==> config.mk <==
export PLATFORM = sky130hd
export DESIGN_NAME = data_mem_responder
export DESIGN_NICKNAME = d
export VERILOG_FILES = /design/src/rtl/data_mem_responder.sv
export SDC_FILE = /design/constraint.sdc
export NUM_CORES = 2
export LEC_CHECK = 0
export CORE_UTILIZATION = 40
export DETAILED_ROUTE_END_ITERATION = 12
export DONT_BUFFER_PORTS = 1
export PLACE_DENSITY = 0.64
export REMOVE_ABC_BUFFERS = 1
export SYNTH_ARGS = -nofsm -noshare
export SYNTH_HDL_FRONTEND = slang
export SYNTH_SLANG_ARGS = --single-unit
==> constraint.sdc <==
create_clock -name clk -period 8.1 [get_ports clk]
set_clock_uncertainty 0.15 [all_clocks]
set_input_delay 1.215 -clock clk [delete_from_list [all_inputs] [get_ports clk]]
set_output_delay 1.215 -clock clk [all_outputs]
set_load 0.02 [all_outputs]
==> src/rtl/data_mem_responder.sv <==
`timescale 1ns/1ps
`default_nettype none
// ============================================================================
// data_mem_responder : registered, wait-stated word memory behind the core's
// data port. Optional access counters and windows under DATA_MEM_STATS_EN.
// Revision: 1.0
// ============================================================================
module data_mem_responder #(
  parameter logic [31:0] BASE_ADDR   = 32'h0000_0000,
  parameter int          DEPTH       = 64,
  parameter int          WAIT_CYCLES = 2
) (
  input  logic        clk,
  input  logic        reset,
  input  logic        req,
  input  logic        we,
  input  logic [31:0] addr,
  input  logic [31:0] wdata,
  input  logic [3:0]  be,
  output logic [31:0] rdata,
  output logic        ready,
  output logic        err
);

  localparam int          IW        = $clog2(DEPTH);
  localparam logic [32:0] BASE33    = {1'b0, BASE_ADDR};
  localparam logic [32:0] SPAN      = 33'(4 * DEPTH);
  localparam logic [3:0]  WAIT_INIT = 4'(WAIT_CYCLES);

  typedef enum logic [1:0] {
    S_IDLE = 2'd0,
    S_WAIT = 2'd1,
    S_RESP = 2'd2
  } state_t;

  state_t        state, state_nxt;
  logic [3:0]    cnt, cnt_nxt;
  logic          access;

  logic          lat_we;
  logic [31:0]   lat_addr;
  logic [31:0]   lat_wdata;
  logic [3:0]    lat_be;
  logic          resp_err;

  logic          cur_we;
  logic [31:0]   cur_addr;
  logic [31:0]   cur_wdata;
  logic [3:0]    cur_be;

  logic [32:0]   off;
  logic          below;
  logic          in_mem;
  logic          misal;
  logic          acc_err;
  logic [IW-1:0] idx;
  logic [31:0]   read_val;

  logic [31:0]   mem [DEPTH];

  // With zero wait states the access happens on the sampling edge itself,
  // so the live inputs are used while IDLE and the latched copy afterwards.
  assign cur_we    = (state == S_IDLE) ? we    : lat_we;
  assign cur_addr  = (state == S_IDLE) ? addr  : lat_addr;
  assign cur_wdata = (state == S_IDLE) ? wdata : lat_wdata;
  assign cur_be    = (state == S_IDLE) ? be    : lat_be;

  assign off    = {1'b0, cur_addr} - BASE33;
  assign below  = ({1'b0, cur_addr} < BASE33);
  assign in_mem = !below && (off < SPAN);
  assign misal  = (cur_addr[1:0] != 2'b00);
  assign idx    = off[IW+1:2];

`ifdef DATA_MEM_STATS_EN
  logic [31:0] rd_cnt;
  logic [31:0] wr_cnt;
  logic        win_rd;
  logic        win_wr;

  assign win_rd  = !below && (off == SPAN);
  assign win_wr  = !below && (off == (SPAN + 33'd4));
  assign acc_err = misal || !(in_mem || ((win_rd || win_wr) && !cur_we));

  always_comb begin
    read_val = mem[idx];
    if (win_rd) begin
      read_val = rd_cnt;
    end else if (win_wr) begin
      read_val = wr_cnt;
    end
  end

  always_ff @(posedge clk or negedge reset) begin
    if (!reset) begin
      rd_cnt <= 32'd0;
      wr_cnt <= 32'd0;
    end else if (access && !acc_err) begin
      if (cur_we) begin
        if (wr_cnt != 32'hFFFF_FFFF) wr_cnt <= wr_cnt + 32'd1;
      end else if (in_mem) begin
        if (rd_cnt != 32'hFFFF_FFFF) rd_cnt <= rd_cnt + 32'd1;
      end
    end
  end
`else
  assign acc_err  = misal || !in_mem;
  assign read_val = mem[idx];
`endif

  always_comb begin
    state_nxt = state;
    cnt_nxt   = cnt;
    access    = 1'b0;
    case (state)
      S_IDLE: begin
        if (req) begin
          if (WAIT_CYCLES == 0) begin
            state_nxt = S_RESP;
            access    = 1'b1;
          end else begin
            state_nxt = S_WAIT;
            cnt_nxt   = WAIT_INIT;
          end
        end
      end
      S_WAIT: begin
        cnt_nxt = cnt - 4'd1;
        if (cnt == 4'd1) begin
          state_nxt = S_RESP;
          access    = 1'b1;
        end
      end
      S_RESP:  state_nxt = S_IDLE;
      default: state_nxt = S_IDLE;
    endcase
  end

  always_ff @(posedge clk or negedge reset) begin
    if (!reset) begin
      state     <= S_IDLE;
      cnt       <= 4'd0;
      lat_we    <= 1'b0;
      lat_addr  <= 32'd0;
      lat_wdata <= 32'd0;
      lat_be    <= 4'd0;
      rdata     <= 32'd0;
      resp_err  <= 1'b0;
    end else begin
      state <= state_nxt;
      cnt   <= cnt_nxt;
      if (state == S_IDLE && req) begin
        lat_we    <= we;
        lat_addr  <= addr;
        lat_wdata <= wdata;
        lat_be    <= be;
      end
      if (access) begin
        resp_err <= acc_err;
        rdata    <= (acc_err || cur_we) ? 32'd0 : read_val;
      end
    end
  end

  // Array is intentionally not reset; the FSM being forced to IDLE blocks writes.
  always_ff @(posedge clk) begin
    if (access && cur_we && !acc_err) begin
      for (int i = 0; i < 4; i++) begin
        if (cur_be[i]) mem[idx][8*i +: 8] <= cur_wdata[8*i +: 8];
      end
    end
  end

  assign ready = (state == S_RESP);
  assign err   = ready && resp_err;

endmodule
`default_nettype wire

# ---- Word-level counts from Yosys, hierarchy flattened
# Memory sizes are Yosys's and may differ from the RTL's.
# Index checks and enable logic that the tools add are counted.
dict set report totals {
  reg_bits 108
  ramBits 2048
  output_inout_bits 34
  elab_cells 53
  memories 1
}
dict set report classes {
  add_sub_neg 1
  magnitude_cmp 1
  n_eq_ne 5
  muxes 24
  reduce_logical 13
}
# memory words width read_ports rd_ports_with_merged_regs wr line_no
set memory_table {}
lappend memory_table {mem 64 32 1 0 1 59} ;# logic [31:0] mem [DEPTH];
# operator n
set ops {}
lappend ops {{two-way mux 32 bit} 3}
lappend ops {{< comparator 32 x 9 -> 1 bit (second input constant)} 1}
lappend ops {{two-way mux 1 bit} 15}
lappend ops {{two-way mux 4 bit} 2}
lappend ops {{case mux 4 bit (2 select lines)} 1}
lappend ops {{== test 4 x 1 -> 1 bit (second input constant)} 1}
lappend ops {{logical AND 1 bit} 4}
lappend ops {{two-way mux 2 bit} 2}
lappend ops {{inequality test 2 bit (second input constant)} 2}
lappend ops {{case mux 2 bit (2 select lines)} 1}
lappend ops {{AND reduction 2 bit} 2}
lappend ops {{nonzero test 2 bit} 2}
lappend ops {{subtractor 4 x 1 -> 4 bit (second input constant)} 1}
lappend ops {{== test 2 x 1 -> 1 bit (second input constant)} 1}
lappend ops {{== test 2 bit (second input constant)} 1}
lappend ops {{zero test 1 bit} 2}
lappend ops {{zero test 2 bit} 1}
lappend ops {{logical OR 1 bit} 2}

# ---- Longest topological paths before layout
dict set report logic_depth {
  ltp_word 9
  ltp_mapped 13
}

# ---- Least setup slack after synthesis
# OpenSTA, ideal clock, no wires.
dict set report synth_path {
  path_type {input -> register}
  from {in addr[4]}
  to {mem mem[16][0] (enable)}
  setup_time_ns 0.383
  arrival_time_ns 3.419
  slack_ns 4.147
  cell_stages 9
  path_buffers 5
  path_cell_list {clkbuf_2 -> or4_1 -> o21ai_1 -> nand2_1 -> buf_2 -> buf_1 -> clkbuf_1 -> clkbuf_1 -> nor3_1}
}
dict set report synth_between {
  elab_chain_len 8
}
# item line_no
set synth_lines {}
lappend synth_lines {{from (decl)} 17} ;# input logic [31:0] addr,
lappend synth_lines {{two-way mux 32 bit *} 64} ;# assign cur_addr = (state == S_IDLE) ? addr : lat_addr;
lappend synth_lines {{< comparator 32 x 9 -> 1 bit} 70} ;# assign in_mem = !below && (off < SPAN);
lappend synth_lines {{zero test 1 bit} 106} ;# assign acc_err = misal || !in_mem;
lappend synth_lines {{logical OR 1 bit} 106}
lappend synth_lines {{zero test 1 bit} 166} ;# if (access && cur_we && !acc_err) begin
lappend synth_lines {{logical AND 1 bit} 166}
lappend synth_lines {{two-way mux 1 bit} 166}
lappend synth_lines {{two-way mux 1 bit (implied by the code)} 168} ;# if (cur_be[i]) mem[idx][8*i +: 8] <= cur_wdata[8*i +: 8];
lappend synth_lines {{to (decl)} 59}
# Every way passes the cells marked *; elsewhere a longest branch is shown, timed or not.

# ---- Worst setup path after layout
dict set report layout_path {
  from {reg state[0]}
  to {reg rdata[4]}
}
dict set report layout_between {
  elab_chain_len 7
  word_cells_on_any_way 12
  cone_classes {order compare (1); eq/ne (1); mux (4); reduce/logical (5); memory (1)}
}
# item line_no
set layout_lines {}
lappend layout_lines {{from (decl)} 36} ;# state_t state, state_nxt;
lappend layout_lines {{from (signal assigned)} 149} ;# state <= state_nxt;
lappend layout_lines {{zero test 2 bit} {63, 64}}
lappend layout_lines {{two-way mux 32 bit} 64}
lappend layout_lines {{< comparator 32 x 9 -> 1 bit} 70}
lappend layout_lines {{zero test 1 bit} 106}
lappend layout_lines {{logical OR 1 bit} 106}
lappend layout_lines {{logical OR 1 bit} 159} ;# rdata <= (acc_err || cur_we) ? 32'd0 : read_val;
lappend layout_lines {{two-way mux 32 bit} 159}
lappend layout_lines {{to (signal assigned)} 159}
lappend layout_lines {{to (decl)} 20} ;# output logic [31:0] rdata,
# Parallel ways exist; a longest one is shown, timed or not.
# A chain may end at the register's enable or synchronous reset.

==> impl_table.tex <==
\begin{tabular}{lr}
\hline
Metric & Value \\
\hline
\multicolumn{2}{l}{\textbf{Floorplan}} \\
\quad Horizontal die dimension & between 400 and 500 µm \\
\quad Standard-cell rows & between 150 and 200 \\
\quad Number of I/O pins & around 110 \\
\quad Die Footprint & around 0.21 mm² \\
\quad Overall die height & $\sim$450 µm \\
\quad Starting density of the core & 0.4025 \\
\quad Core Area & between 0.2 and 0.25 mm² \\
\multicolumn{2}{l}{\textbf{Yosys}} \\
\quad Library cells used by synthesis & 74 \\
\quad Share of the synthesized area in the top cell type & 0.7552 \\
\quad Ys Warns & 0 \\
\quad Number of enable-type register cells in the synthesized netlist & just over 2000 \\
\quad Sequential cell area fraction in the yosys report & 0.7884 \\
\quad Async SR Flop Fraction & 0.05009 \\
\quad Primary flip-flop cell chosen by synthesis mapping & sky130\_fd\_sc\_hd\_\_edfxtp\_1 \\
\quad List of most frequent post-synthesis cells & 2048 x sky130\_fd\_sc\_hd\_\_edfxtp\_1, 662 x sky130\_fd\_sc\_hd\_\_nand2\_1, 659 x sky130\_fd\_sc\_hd\_\_o22ai\_1 \\
\quad Synthesized area & slightly above 0.08 mm² \\
\quad Synth Instances & $\sim$5300 \\
\quad Syn Area/Cell & around 15 µm² \\
\quad Main area contributors after synthesis & sky130\_fd\_sc\_hd\_\_edfxtp\_1 76\%, sky130\_fd\_sc\_hd\_\_o22ai\_1 5.1\%, sky130\_fd\_sc\_hd\_\_dfrtp\_1 3.3\% \\
\quad Library cell occupying the most area in the post-synthesis netlist & sky130\_fd\_sc\_hd\_\_edfxtp\_1 \\
\quad Number of flip-flops and latches in the synthesized netlist & 2156 \\
\quad Most common cell in the netlist & sky130\_fd\_sc\_hd\_\_edfxtp\_1 \\
\multicolumn{2}{l}{\textbf{Placed design}} \\
\quad Dpl ws & 2945 ps \\
\quad Routability-driven placement congestion ratio & about 0.86 \\
\quad Port-buffer cells & 0 \\
\quad Final HPWL DP & about 140000 µm \\
\multicolumn{2}{l}{\textbf{Critical path}} \\
\quad Capture point of the critical path & rdata[4] \\
\quad Kind of critical path & flip-flop to flip-flop \\
\quad Setup slack of the worst register-to-register path & between 2000 and 3000 ps \\
\quad Endpoint class of the critical path & flip-flop \\
\quad Crit path required time & 8710 ps \\
\quad Largest driver fanout on the critical path & 55 \\
\quad R2r endpoint & rdata[4] \\
\quad Arrival time at the worst endpoint & around 5800 ps \\
\quad Worst r2r src & state[0] \\
\quad Start point of the critical path & state[0] \\
\quad Cell count of the worst reg-to-reg path & 11 \\
\quad Crit path launch type & flip-flop \\
\multicolumn{2}{l}{\textbf{GRT}} \\
\quad Total routing usage reported by global routing & 0.2376 \\
\quad Total congestion overflow & 0 \\
\quad Initial antenna violation count & 12 \\
\quad Number of global-route vias before repair & 49220 \\
\quad Largest net degree at the start of global routing & about 130 \\
\quad First-pass GRT wire length & between 300000 and 400000 µm \\
\multicolumn{2}{l}{\textbf{STA}} \\
\quad Number of setup violations in the final report & 0 \\
\quad Worst slew margin relative to its limit & 0.1210 \\
\quad Maximum clock frequency & 192.0 MHz \\
\quad Tightest Pin Transition & between 1000 and 1500 ps \\
\quad Number of hold violations in the final report & 0 \\
\quad Setup WS post-layout & $\sim$2900 ps \\
\quad Setup Total Neg Slack & 0 ps \\
\quad Slew Viols, Final & 0 \\
\quad Final period util & 0.6430 \\
\quad Final critical path time including I/O delays and setup & 5208 ps \\
\quad Unrepaired setup endpoints after global routing & no \\
\multicolumn{2}{l}{\textbf{Clock network}} \\
\quad Clock latency on the worst-skew pair & around 840 ps \\
\quad TritonCTS clock tree & built \\
\quad Total setup buffers inserted after CTS & 0 \\
\quad CTS clk-pin slew, worst paths & approximately 60 ps \\
\quad Total CTS buffers & 206 \\
\quad H-tree depth reported by CTS & 4 \\
\quad Number of clock sinks & around 2200 \\
\quad CTS Buffer Depth & 3 \\
\quad Clock tree root buffer cell & sky130\_fd\_sc\_hd\_\_clkbuf\_16 \\
\multicolumn{2}{l}{\textbf{Routing}} \\
\quad Remaining number of nets flagged by the antenna check after routing & 0 \\
\quad Via-per-instance ratio & 6.340 \\
\quad DRC Markers & 0 \\
\quad Drt initial violations & approximately 7800 \\
\quad Total Routed Length & roughly 250000 µm \\
\quad Initial DRT Pass Iterations & 8 \\
\quad Via total after detailed routing & between 50000 and 60000 \\
\quad Mean routed wirelength per cell & about 30 µm \\
\multicolumn{2}{l}{\textbf{Power}} \\
\quad Maximum vdd drop & about 0.55 mV \\
\quad Total power of the final layout & 36.84 mW \\
\quad Power per standard cell area & about 410 mW/mm² \\
\quad Leakage & about 28 nW \\
\multicolumn{2}{l}{\textbf{Cells and area}} \\
\quad Final layout net count & roughly 5300 \\
\quad Synth-to-layout area growth & 11.48\% \\
\quad Layout cells sized above 1 & 0.08448 \\
\quad Count of fill cells added during filler insertion & 17370 \\
\multicolumn{2}{l}{\textbf{Status}} \\
\quad Result of the run & finished clean \\
\multicolumn{2}{l}{\textbf{Hold path}} \\
\quad Worst hold path type & input port to async pin \\
\multicolumn{2}{l}{\textbf{Job}} \\
\quad \# Max-Cap Violations & 0 \\
\hline
\end{tabular}
report_power, final:
part           internal, mW  leakage, nW  switching (mW)
combinational          2.64         5.11            9.70
clock                  5.48         3.25            4.11
sequential             14.6         19.9           0.347
cells by family (layout without fill, tap and decap cells):
logic type      after synthesis  count (layout)  synth area share
simple gates               1407            1407           0.07487
buf+inv                     406             475           0.02365
xor+xnor                      2               2         0.0002151
mux                          50              50          0.006192
fa+ha+maj                     2               2         0.0003072
flops                      2156            2156            0.7884
other cells                   0              15                 0
compound gates             1294            1294            0.1064
stage by stage:
stage,util,hold slack (ps),instances,area (µm²)
after global routing,0.4487,252.4,8072,90780
final,0.4487,222.9,8073,90780
after detailed placement,0.4155,312.1,7676,84070
after global placement,0.4155,306.6,7676,84070
after CTS,0.4485,230.7,8058,90740
after floorplan,-,295.0,4915,79520
sequential cells by signal (all words and copies together) (netlist names):
signal     cells
lat_be         4
lat_wdata     32
resp_err       1
mem         2048
cnt            4
state          2
rdata         32
lat_addr      32
lat_we         1
worst min-delay path by stage:
stage | startpoint | to | slack [ps] | depth (start not counted)
floorplan | lat_we | lat_we | 290 | 2
global placement | lat_wdata[17] | lat_wdata[17] | 310 | 2
detailed placement | lat_wdata[24] | lat_wdata[24] | 310 | 2
CTS | reset | rdata[12] | 230 | 1
global route | reset | rdata[12] | 250 | 1
finish | reset | rdata[12] | 220 | 1
placed cells by master, fill, tap and decap left out, drive strengths merged, types with 41 or more instances in the layout:
cell type,instances
a21oi,109
a31oi,56
a32oi,41
buf,90
clkbuf,262
clkinv,87
dfrtp,108
edfxtp,2048
mux2i,50
nand2,662
nand3,100
nor2,207
nor3,355
o21ai,122
o221ai,116
o22ai,659
cell type report:
type                            count  area [µm²]  area share
Timing Repair Buffer               90       833.3    0.009179
Inverter                            4       15.01   0.0001654
Clock inverter                    119        1144     0.01260
Sequential cell                  2156       64200      0.7072
Tap cell                         2672        3343     0.03683
Multi-Input combinational cell   2755       15710      0.1730
Antenna cell                       15       37.54   0.0004135
Clock buffer                      262        5500     0.06059
worst max-delay path: stages, from the launching register on:
cell	delay (ps)
sky130_fd_sc_hd__dfrtp_1	530
sky130_fd_sc_hd__nor2_4	260
sky130_fd_sc_hd__buf_4	410
sky130_fd_sc_hd__a21boi_4	120
sky130_fd_sc_hd__buf_4	370
sky130_fd_sc_hd__nand2_4	890
sky130_fd_sc_hd__buf_4	590
sky130_fd_sc_hd__o22ai_1	150
sky130_fd_sc_hd__a31oi_1	190
sky130_fd_sc_hd__a21oi_1	130
sky130_fd_sc_hd__a2111oi_0	970
sky130_fd_sc_hd__a32o_1	300
per-layer routing:
| layer | track usage | wire [µm] | vias to the layer above |
|---|---|---|---|
| li1 | - | - | 21000 |
| met3 | 0.05634 | 29910 | 563 |
| met2 | 0.3659 | 114700 | 3710 |
| met5 | 0 | 48 | - |
| met4 | 0.09783 | 10260 | 6 |
| met1 | 0.3235 | 94000 | 25910 |
repair_timing:
action,4_1_cts,5_1_grt
resized for setup,0,0
hold buffers,1,0
endpoints found under the hold margin,108,0
No activity file was read; power rests on OpenSTA's default activity.
